==> src/rtl/out_mismatch_monitor_pkg.sv <==
// Shared types and constants for the output mismatch monitor.
package out_mismatch_monitor_pkg;

  // Run-control states of the monitor.
  typedef enum logic [1:0] {
    IDLE = 2'd0,
    RUN  = 2'd1,
    DONE = 2'd2
  } state_t;

  // Default width of every counter and sample-index timestamp.
  localparam int CNT_W_DEFAULT = 32;

endpackage

==> src/rtl/mismatch_lane.sv <==
// One compared output bit: mismatch detect, saturating error count and
// first-mismatch sample index.
module mismatch_lane
  import out_mismatch_monitor_pkg::*;
#(
  parameter int CNT_W = CNT_W_DEFAULT
) (
  input  logic             clk,
  input  logic             reset,
  input  logic             clear,
  input  logic             sample_en,
  input  logic             ref_bit,
  input  logic             dut_bit,
  input  logic [CNT_W-1:0] sample_idx,
  input  logic             idx_sat,
  output logic             mismatch,
  output logic [CNT_W-1:0] err_cnt,
  output logic [CNT_W-1:0] first_idx
);

  localparam logic [CNT_W-1:0] ALL_ONES = '1;

  assign mismatch = ref_bit ^ dut_bit;

  // Count mismatching samples and remember the index of the first one; once
  // the shared sample index has saturated it no longer names a real sample.
  always_ff @(posedge clk or posedge reset) begin
    if (reset) begin
      err_cnt   <= '0;
      first_idx <= ALL_ONES;
    end else if (clear) begin
      err_cnt   <= '0;
      first_idx <= ALL_ONES;
    end else if (sample_en && mismatch) begin
      if (err_cnt != ALL_ONES) begin
        err_cnt <= err_cnt + CNT_W'(1);
      end
      if ((first_idx == ALL_ONES) && !idx_sat) begin
        first_idx <= sample_idx;
      end
    end
  end

endmodule

==> src/rtl/out_mismatch_monitor.sv <==
// Compares golden and DUT output vectors over a start/stop delimited run and
// reports sample/error counts, first-error index and per-lane statistics.
module out_mismatch_monitor
  import out_mismatch_monitor_pkg::*;
#(
  parameter int N_OUT = 2,
  parameter int CNT_W = CNT_W_DEFAULT
) (
  input  logic                   clk,
  input  logic                   reset,
  input  logic                   start,
  input  logic                   stop,
  input  logic                   sample_valid,
  input  logic [N_OUT-1:0]       ref_vec,
  input  logic [N_OUT-1:0]       dut_vec,
  output logic                   busy,
  output logic                   done,
  output logic                   pass,
  output logic [CNT_W-1:0]       samples,
  output logic [CNT_W-1:0]       errors,
  output logic [CNT_W-1:0]       first_err,
  output logic [N_OUT*CNT_W-1:0] lane_errors,
  output logic [N_OUT*CNT_W-1:0] lane_first
);

  localparam logic [CNT_W-1:0] ALL_ONES = '1;

  state_t            state;
  state_t            state_next;
  logic              enter_run;
  logic              sample_en;
  logic              samples_sat;
  logic              any_mismatch;
  logic [N_OUT-1:0]  lane_mismatch;
  logic [CNT_W-1:0]  errors_next;

  // Next-state decode; start is only honoured outside RUN, so start+stop in
  // RUN ends the run while start+stop elsewhere begins one.
  always_comb begin
    state_next = state;
    case (state)
      IDLE:    if (start) state_next = RUN;
      RUN:     if (stop)  state_next = DONE;
      DONE:    if (start) state_next = RUN;
      default: state_next = IDLE;
    endcase
  end

  assign enter_run    = (state != RUN) && (state_next == RUN);
  assign sample_en    = (state == RUN) && sample_valid;
  assign samples_sat  = (samples == ALL_ONES);
  assign any_mismatch = |lane_mismatch;

  // Error count after this edge; pass in DONE needs it for the stop-cycle sample.
  always_comb begin
    errors_next = errors;
    if (enter_run) begin
      errors_next = '0;
    end else if (sample_en && any_mismatch && (errors != ALL_ONES)) begin
      errors_next = errors + CNT_W'(1);
    end
  end

  // State register with registered status flags derived from the next state.
  always_ff @(posedge clk or posedge reset) begin
    if (reset) begin
      state <= IDLE;
      busy  <= 1'b0;
      done  <= 1'b0;
      pass  <= 1'b0;
    end else begin
      state <= state_next;
      busy  <= (state_next == RUN);
      done  <= (state_next == DONE);
      pass  <= (state_next == DONE) && (errors_next == '0);
    end
  end

  // Whole-vector statistics: sample count, error count and first error index.
  always_ff @(posedge clk or posedge reset) begin
    if (reset) begin
      samples   <= '0;
      errors    <= '0;
      first_err <= ALL_ONES;
    end else begin
      errors <= errors_next;
      if (enter_run) begin
        samples   <= '0;
        first_err <= ALL_ONES;
      end else if (sample_en) begin
        if (!samples_sat) begin
          samples <= samples + CNT_W'(1);
        end
        if (any_mismatch && (first_err == ALL_ONES) && !samples_sat) begin
          first_err <= samples;
        end
      end
    end
  end

  for (genvar i = 0; i < N_OUT; i++) begin : g_lane
    mismatch_lane #(
      .CNT_W(CNT_W)
    ) u_lane (
      .clk       (clk),
      .reset     (reset),
      .clear     (enter_run),
      .sample_en (sample_en),
      .ref_bit   (ref_vec[i]),
      .dut_bit   (dut_vec[i]),
      .sample_idx(samples),
      .idx_sat   (samples_sat),
      .mismatch  (lane_mismatch[i]),
      .err_cnt   (lane_errors[i*CNT_W +: CNT_W]),
      .first_idx (lane_first[i*CNT_W +: CNT_W])
    );
  end

endmodule
==> config.mk <==
export PLATFORM = sky130hd
export DESIGN_NAME = out_mismatch_monitor
export DESIGN_NICKNAME = d
export VERILOG_FILES = /design/src/rtl/out_mismatch_monitor_pkg.sv /design/src/rtl/mismatch_lane.sv /design/src/rtl/out_mismatch_monitor.sv
export SDC_FILE = /design/constraint.sdc
export NUM_CORES = 1
export LEC_CHECK = 0
export ABC_CLOCK_PERIOD_IN_PS = 11920
export CAP_MARGIN = 20
export CORE_MARGIN = 2
export CORE_UTILIZATION = 66
export CTS_CLUSTER_SIZE = 10
export DETAILED_ROUTE_END_ITERATION = 8
export DONT_BUFFER_PORTS = 1
export PLACE_DENSITY = 0.85
export SYNTH_ARGS = -nofsm -noshare
export SYNTH_HDL_FRONTEND = slang
export SYNTH_SLANG_ARGS = --single-unit
export TNS_END_PERCENT = 30
==> constraint.sdc <==
create_clock -name clk -period 11.92 [get_ports clk]
set_input_delay 1.192 -clock clk [delete_from_list [all_inputs] [get_ports clk]]
set_output_delay 1.192 -clock clk [all_outputs]
set_load 0.005 [all_outputs]
# [After elaboration in Yosys (flattened, before gate mapping)]
# Cells that the tools add are included.
[totals] output_inout_bits=227 input_bits=9 regBits=229 elab_cells=83
[classes] mux=23 n_eq_ne=13 bitwise=2 addsub=4 n_reduce_logical=30
[op_table] op="32-bit 2-to-1 mux" n=20
[op_table] op="32-bit by 1-bit adder with 32-bit output, second input constant" n=4
[op_table] op="32-bit == test, second input constant" n=4
[op_table] op="32-bit != test, second input constant" n=3
[op_table] op="32-bit zero test" n=1
[op_table] op="2-bit nonzero test" n=8
[op_table] op="2-bit AND reduction" n=6
[op_table] op="1-bit logical AND" n=11
[op_table] op="2-bit by 1-bit == test with 1-bit output, second input constant" n=2
[op_table] op="2-bit == test, second input constant" n=2
[op_table] op="2-bit 2-to-1 mux" n=2
[op_table] op="2-bit one-hot mux with 2 select lines" n=1
[op_table] op="2-bit OR reduction" n=2
[op_table] op="2-bit zero test" n=1
[op_table] op="2-bit by 1-bit != test with 1-bit output, second input constant" n=1
[op_table] op="2-bit != test, second input constant" n=1
[op_table] op="1-bit XOR" n=2
[op_table] op="1-bit zero test" n=1

# [Depth between registers and ports, before layout]
# Gate-level depths: netlist (run 1).
[depth] depth_word=8 ltp_mapped=10 ltp_nobuf=9

# [Modules after synthesis]
# A second synthesis (run 1) with hierarchy kept.
[unflattened] hier_cells=1151 area_unflattened_um2=11252.0
[by_module_without_submodules] module="mismatch_lane" cells_per_inst=324 n_inst=2 area_per_inst_um2=3119.2 seq_area_each_um2=1641.6
[by_module_without_submodules] module="out_mismatch_monitor" cells_per_inst=503 n_inst=1 area_per_inst_um2=5013.6 seq_area_each_um2=2567.5

# [Worst setup path after synthesis (run 1)]
# OpenSTA, ideal clock, no wires.
[synth_timing] path_type="input port to flip-flop" from="input port sample_valid" to="register pass" cell_stages=8 path_buffers=0 slack_ps=8894 arrival_time_ps=2958 required_time_ps=11852 setup_time_ps=68 path_cell_list="and3b_1 > o21ai_0 > a211o_2 > nor3_1 > xor2_1 > a2111o_1 > nor4_1 > and4_1"
[synth_via] elab_chain_len=7
[synth_rtl] item="start: declaration" line="out_mismatch_monitor.sv:13" rtl="input logic sample_valid,"
[synth_rtl] item="1-bit logical AND" line="out_mismatch_monitor.sv:50" rtl="assign sample_en = (state == RUN) && sample_valid;"
[synth_rtl] item="1-bit logical AND (2 in a row)" line="out_mismatch_monitor.sv:59" rtl="end else if (sample_en && any_mismatch && (errors != ALL_ONES)) begin"
[synth_rtl] item="32-bit 2-to-1 mux" line="out_mismatch_monitor.sv:59"
[synth_rtl] item="32-bit 2-to-1 mux" line="out_mismatch_monitor.sv:57" rtl="if (enter_run) begin"
[synth_rtl] item="32-bit zero test" line="out_mismatch_monitor.sv:75" rtl="pass <= (state_next == DONE) && (errors_next == '0);"
[synth_rtl] item="1-bit logical AND" line="out_mismatch_monitor.sv:75"
[synth_rtl] item="end signal: assignment" line="out_mismatch_monitor.sv:75"
[synth_rtl] item="end: declaration" line="out_mismatch_monitor.sv:18" rtl="output logic pass,"
# No other way between the ends.
# A chain may end at the register's enable or synchronous reset.

# [Worst setup path after layout (run 1)]
[layout_timing] from="input port ref_vec[0]" to="register pass"
[layout_via] elab_chain_len=8
[layout_rtl] item="start: declaration" line="out_mismatch_monitor.sv:14" rtl="input logic [N_OUT-1:0] ref_vec,"
[layout_rtl] item="1-bit XOR" line="mismatch_lane.sv:23" rtl="assign mismatch = ref_bit ^ dut_bit;"
[layout_rtl] item="2-bit OR reduction" line="out_mismatch_monitor.sv:52" rtl="assign any_mismatch = |lane_mismatch;"
[layout_rtl] item="1-bit logical AND (2 in a row)" line="out_mismatch_monitor.sv:59"
[layout_rtl] item="32-bit 2-to-1 mux" line="out_mismatch_monitor.sv:59"
[layout_rtl] item="32-bit 2-to-1 mux" line="out_mismatch_monitor.sv:57"
[layout_rtl] item="net errors_next[24]" line="out_mismatch_monitor.sv:35" rtl="logic [CNT_W-1:0] errors_next;"
[layout_rtl] item="32-bit zero test" line="out_mismatch_monitor.sv:75"
[layout_rtl] item="1-bit logical AND" line="out_mismatch_monitor.sv:75"
# The timed path passes the listed nets, and every way through them passes these cells.

==> results of run 1 <==
-- registers in the layout, indices dropped and copies added (netlist names) --
signal / flops
pass: 1
samples: 32
errors: 32
state: 2
first_err: 32
g_lane.u_lane.first_idx: 64
g_lane.u_lane.err_cnt: 64
busy: 1
done: 1
-- final cells by class --
cell class                 count  area share, %
tap                          216           2.33
sequential                   229           50.4
multi-input combinational    773           39.6
clock inverter                 3          0.291
clock buffer                  46           6.43
timing repair buffer           5          0.431
inverter                      14          0.517
-- metrics by stage --
stage | instance area [sq um] | power (mW) | util (%)
2_1_floorplan | 10700 | 1.18 | -
3_3_place_gp | 10800 | 1.27 | 68.2
3_5_place_dp | 10800 | 1.29 | 68.2
4_1_cts | 11600 | 2.02 | 73.1
5_1_grt | 11600 | 2.11 | 73.1
6_report | 11600 | 2.02 | 73.1
-- cells by family (layout without fill, tap and decap cells) --
logic type | after synthesis | count (layout) | synth area share (%)
AO/OA/AOI/OAI | 175 | 175 | 10.6
XOR/XNOR | 109 | 109 | 8.91
adder cells (fa/ha/maj) | 4 | 4 | 0.467
buffers and inverters | 62 | 68 | 2.64
flip-flops | 229 | 229 | 54.6
multiplexers | 5 | 5 | 0.467
AND/OR/NAND/NOR | 480 | 480 | 22.3
-- routing by layer --
| metal | global-route usage [%] | vias to the layer above | wire [microns] |
|---|---|---|---|
| met5 | 0 | - | 0 |
| met4 | 9.36 | 0 | 829 |
| met3 | 10.1 | 68 | 2960 |
| met2 | 51.7 | 417 | 13300 |
| met1 | 41.6 | 4201 | 10800 |
| li1 | - | 3738 | - |
-- critical path, cell delays in order --
cell and delay (ps):
xnor2_1 240, a21oi_1 680, nand4b_1 350, mux2i_1 270, nor4_1 360, o2111ai_1 200
nor4_1 250, and4_1 240
-- path summary, 6_finish.rpt --
check                                            endpoint                            from
max in group asynchronous                      errors[29]                           reset
min reg2reg                g_lane[1].u_lane.first_idx[18]  g_lane[1].u_lane.first_idx[18]
max reg2reg                                          pass                       errors[0]
max                                                  pass                      ref_vec[0]
min                        g_lane[1].u_lane.first_idx[18]  g_lane[1].u_lane.first_idx[18]
min in group asynchronous                      errors[30]                           reset
-- cell usage in the layout (no fill, tap or decap), types with 3 or more instances in the layout --
cell | Yosys | routed
and3_1 | 19 | 19
dfstp_2 | 96 | 96
clkbuf_1 | 41 | 19
a31oi_1 | 4 | 4
nand3_1 | 47 | 47
or4_1 | 3 | 3
nand4_1 | 64 | 64
ha_1 | 4 | 4
buf_4 | 0 | 4
a21oi_1 | 17 | 17
nand2_1 | 120 | 120
and2_1 | 13 | 13
nor3_1 | 21 | 21
xnor2_1 | 26 | 26
nand3b_1 | 4 | 4
nor4_1 | 12 | 12
o211ai_1 | 8 | 8
o22a_1 | 32 | 32
and4_1 | 15 | 15
nor2_1 | 131 | 131
dfrtp_1 | 133 | 133
o31ai_1 | 4 | 4
inv_1 | 14 | 13
clkbuf_16 | 0 | 27
xor2_1 | 83 | 83
nand2b_1 | 6 | 5
or3_1 | 7 | 7
mux2i_1 | 5 | 5
o21ai_0 | 85 | 85
-- report_power, final --
part           internal, mW  total [mW]  switching [mW]  leakage (nW)
clock                 0.425       0.737           0.311         0.373
combinational        0.0959       0.277           0.181          1.59
sequential            0.900        1.00           0.103          2.86
total                  1.42        2.02           0.596          4.82
==> key figures, run 1 <==
Outcome
  • Status: finished clean

Clock tree
  • CTS tree: built
  • Clock Latency Late Sink: 550 ps
  • CTS root buf: clkbuf_16
  • Clk buf depth: 3
  • H-tree levels: 1
  • Num CTS Buffers: 27
  • Postcts setup bufs: 0
  • CTS sink cnt: 229
  • Hold Buf Count CTS: 0
  • Clock-pin slew on the worst setup and hold paths: 60 ps
  • Post_cts resized: 0

Timing
  • Final number of hold-violating endpoints: 0
  • Fin worst setup slack: 8600 ps
  • Period utilization: 27.8%
  • Setup Skew: 14.2 ps
  • Highest clock rate: 0.302 GHz
  • Fin crit period: 3320 ps
  • Final Max Tran Viols: 0
  • Setup Viol. Count Final: 0
  • Slew HR: 31.7%
  • Final hold slack: 497 ps
  • Fin Setup TNS: 0 ps
  • RSZ-0062 raised after global routing: no
  • Tightest Pin Transition: 1020 ps

Run
  • Maxcap violations: 0

Placed design
  • I/O Buffers: 0
  • Post-detail-place hpwl: 18.4 mm
  • Pre-CTS setup slack: 8120 ps
  • DP Cell Count: 1237
  • GP Congestion: 0.912

Min path
  • Hold Path Depth: 2
  • Min-delay worst type: reg -> reg

Yosys
  • Register area share after synthesis: between 50% and 60%
  • Top cells by area, synth: dfrtp_1 (31%), dfstp_2 (24%), xor2_1 (6.8%)
  • Post-synth EDFFs: 0
  • Number of synthesized register bits: approximately 230
  • Top-count cell post-synth: dfrtp_1
  • Post-synth top area cell: dfrtp_1
  • Main flop type after synthesis: dfrtp_1
  • Synth Warn #: 0
  • Synth cell count leaders: dfrtp_1 (133), nor2_1 (131), nand2_1 (120)
  • Synth Cell Area: 10700 sq um
  • Synth top area share: 31.1%
  • Syn Area/Cell: between 10 and 15 sq um
  • Cell count after synthesis: roughly 1100
  • Syn nets: 1077
  • Post-synthesis async set-or-reset flop share: between 90% and 100%
  • Post-synthesis cell type count: between 60 and 70

Cells and area
  • Layout fillers: between 1000 and 1500
  • Layout cell share with drive strength beyond 1: 14.0%
  • Multi-input logic area: 4600 sq um
  • # diodes: 0
  • Register area: roughly 5900 sq um
  • Finished Layout Cells: 1286
  • Final net count: 1063
  • Area growth, synth to finish: 8.34%

Detailed routing
  • Routed vias/inst: 6.55
  • Final WL: approximately 28 mm
  • Wire length per cell: 21.7 microns
  • DRT Pass-1 Iters: 5
  • DRC errors left: 0
  • Initial drt markers: between 900 and 1000
  • Antenna viol nets, final: 0
  • Via count: 8424

Pwr
  • Cell Pwr Density: 174 nW/um^2
  • Peak supply drop: approximately 0.00014 V
  • Leakage: 4.82 nW

Critical path
  • Startpoint class of the critical path: input pin
  • Crit path required time: 12390 ps
  • CP Capture Type: register
  • CP Class: in -> reg
  • Reg2Reg Depth: 8
  • Worst-path fanout max: 6
  • CP arrival: approximately 3800 ps
  • Setup slack, reg-to-reg: 8650 ps

Global route
  • Initial antenna violation count: 0
  • Overflow after GRT: 0
  • GRT Resource Usage Total: a little under a third
  • Global-route wire length before repair: about 45 mm
  • Largest net degree at the start of global routing: 157
  • Vias in the first global route: 8203

Floorplan
  • Chip Height: 131 microns
  • Initial Utilization: 67.5%
  • Ports: 236
  • Die width: 131 microns
  • DIE AREA: 17300 sq um
  • Core Rows: 46
  • Core area: 15900 sq um
(Power assumes the default switching activity.)
==> run 2: changes to the inputs <==
Settings changed: ABC_CLOCK_PERIOD_IN_PS 11920 to 3400, CORE_UTILIZATION 66 to 64, PLACE_DENSITY 0.85 to 0.83.
Clock period 11.92 ns to 3.4 ns, I/O delays scaled along.
==> run 2 against run 1 <==
Clock-buffer cell count rose by 2. Non-clock buffer count rose by 17. Die area rose by 3.0%. Routed wire length rose by 0.62%. Via count barely moved. Clock skew rose by 10 ps. Cell count rose by 1.6%. Critical path depth did not move. First-iteration DRC count fell by 23%. Setup slack got worse by 8300 ps. Sequential share of layout area fell by 0.69 points. Combinational power rose to 3.6 times the previous value. Critical endpoint unchanged. Largest power group unchanged. Highest routed layer unchanged.
==> key figures, run 2 (synthesis gave the netlist of run 1 again) <==
Floorplan
  • Die width: 133 microns (was 131 microns)
  • Ports: 236 (unchanged)
  • DIE AREA: 17800 sq um (was 17300 sq um)
  • Core area: 16500 sq um (was 15900 sq um)
  • Initial Utilization: 65.1% (was 67.5%)
  • Chip Height: 133 microns (was 131 microns)
  • Core Rows: 47 (was 46)

Cells and area
  • # diodes: 0 (unchanged)
  • Biggest regs: g_lane.u_lane.err_cnt: 64 flops, g_lane.u_lane.first_idx: 64 flops (unchanged)
  • Finished Layout Cells: 1307 (was 1286)
  • Most used cells in the layout excluding fill and tap cells: dfrtp_1 (133), nor2_1 (131), nand2_1 (120) (unchanged)
  • Layout cell share with drive strength beyond 1: 15.1% (was 14.0%)
  • Leading cell type in the layout, fill and taps excluded: dfrtp_1 (unchanged)
  • Final net count: 1080 (was 1063)
  • Final Util: 71.5% (was 73.1%)
  • Design Area, Final: 11800 sq um (was 11600 sq um)
  • Area growth, synth to finish: 9.83% (was 8.34%)

Clock tree
  • CTS sink cnt: 229 (unchanged)
  • Clock-pin slew on the worst setup and hold paths: 50 ps (was 60 ps)
  • CTS root buf: clkbuf_16 (unchanged)
  • CTS tree: built (unchanged)
  • Clock Latency Late Sink: 520 ps (was 550 ps)
  • Clk buf depth: 3 (unchanged)
  • H-tree levels: 1 (unchanged)
  • Num CTS Buffers: 27 (unchanged)
  • Postcts setup bufs: 0 (unchanged)

Critical path
  • CP Capture Type: register (unchanged)
  • Worst-path fanout max: 7 (was 6)
  • CP arrival: 3460 ps (was 3790 ps)
  • CP Class: reg -> reg (was in -> reg)
  • Crit path required time: 3810 ps (was 12390 ps)
  • Reg2Reg Depth: 8 (unchanged)
  • Startpoint class of the critical path: register (was input pin)

Detailed routing
  • Initial drt markers: 696 (was 905)
  • Via count: 8427 (was 8424)
  • Antenna viol nets, final: 0 (unchanged)
  • Final WL: 28.0 mm (was 27.9 mm)
  • Routed vias/inst: 6.45 (was 6.55)
  • DRC errors left: 0 (unchanged)
  • DRT Pass-1 Iters: 5 (unchanged)
  • Wire length per cell: 21.5 microns (was 21.7 microns)

Global route
  • Global-route wire length before repair: 44.7 mm (was 44.9 mm)
  • Largest net degree at the start of global routing: 87 (was 157)
  • Initial antenna violation count: 0 (unchanged)
  • Vias in the first global route: 8283 (was 8203)
  • GRT Resource Usage Total: 31.5% (was 31.9%)
  • Overflow after GRT: 0 (unchanged)

Timing
  • Highest clock rate: 0.327 GHz
  • Fin Setup TNS: 0 ps (unchanged)
  • Fin worst setup slack: 344 ps (was 8600 ps)
  • Tightest Pin Transition: 1030 ps (was 1020 ps)
  • RSZ-0062 raised after global routing: no (unchanged)
  • Setup Skew: 24.3 ps (was 14.2 ps)
  • Slew HR: 30.9% (was 31.7%)
  • Final Max Tran Viols: 0 (unchanged)
  • Setup Viol. Count Final: 0 (unchanged)
  • Period utilization: between 80 and 90%
  • Final number of hold-violating endpoints: 0 (unchanged)
  • Fin crit period: between 3000 and 4000 ps

Placed design
  • Pre-CTS setup slack: 430 ps (was 8120 ps)
  • Placed Area: 11000 sq um (was 10800 sq um)
  • DP Cell Count: 1256 (was 1237)
  • GP Congestion: 0.922 (was 0.912)
  • Post-detail-place hpwl: 19.4 mm (was 18.4 mm)
  • I/O Buffers: 0 (unchanged)

Pwr
  • Cell Pwr Density: 605 nW/um^2 (was 174 nW/um^2)
  • Leakage: 4.91 nW (was 4.82 nW)
  • Peak supply drop: 0.000503 V (was 0.000137 V)

Outcome
  • Status: finished clean (unchanged)

Min path
  • Hold Path Depth: 2 (unchanged)
  • Min-delay worst type: in -> reg (was reg -> reg)

Run
  • Maxcap violations: 0 (unchanged)
==> run 2: final cells by class <==
cell class	count	area [sq um]
Inverter	14	56.3
Multi-Input combinational cell	773	4600
Clock buffer	48	764
Fill cell	1220	4700
Sequential cell	229	5850
Clock inverter	1	30.0
Timing Repair Buffer	22	195
Tap cell	220	275
==> run 2: routing by layer <==
metal / GRT usage (%) / share of wire [%] / up-vias
li1: - / - / 3779
met4: 10.6 / 3.1 / 0
met2: 51.5 / 49 / 385
met5: 0 / 0 / -
met3: 9.51 / 9.9 / 65
met1: 40.4 / 38 / 4198
==> run 2: final timing paths <==
path	from	endpoint	slack, ps
min in group asynchronous	reset	errors[10]	300
min	start	done	60
min reg2reg	g_lane[1].u_lane.first_idx[19]	g_lane[1].u_lane.first_idx[19]	500
max in group asynchronous	reset	first_err[23]	2260
max reg2reg	state[0]	pass	340
max	state[0]	pass	340
==> run 2: report_power, final <==
group	leakage (nW)	internal [mW]	switching, mW
clock network	0.378	1.58	1.05
logic	1.67	0.352	0.638
registers	2.86	3.15	0.356
==> run 2: critical path, stage by stage (launching register included) <==
cell and delay, ps:
dfrtp_1 480, nand3b_1 310, a21oi_1 690, nand3_1 270, or4_1 520, a21oi_1 300
a2111o_1 150, nor4_1 50, and4_1 160
==> run 2: repair_timing <==
| item | 4_1_cts | 5_1_grt |
|---|---|---|
| endpoints found under the hold margin | 14 | 0 |
| hold buffers | 2 | 0 |
| resized for setup | 0 | 0 |
==> run 2: metrics by stage <==
step | hold slack [ps] | total power, mW
floorplan | 449 | 4.14
global placement | 235 | 4.48
detailed placement | 228 | 4.52
CTS | 49.9 | 7.15
global route | 90.9 | 7.43
finish | 59.5 | 7.12
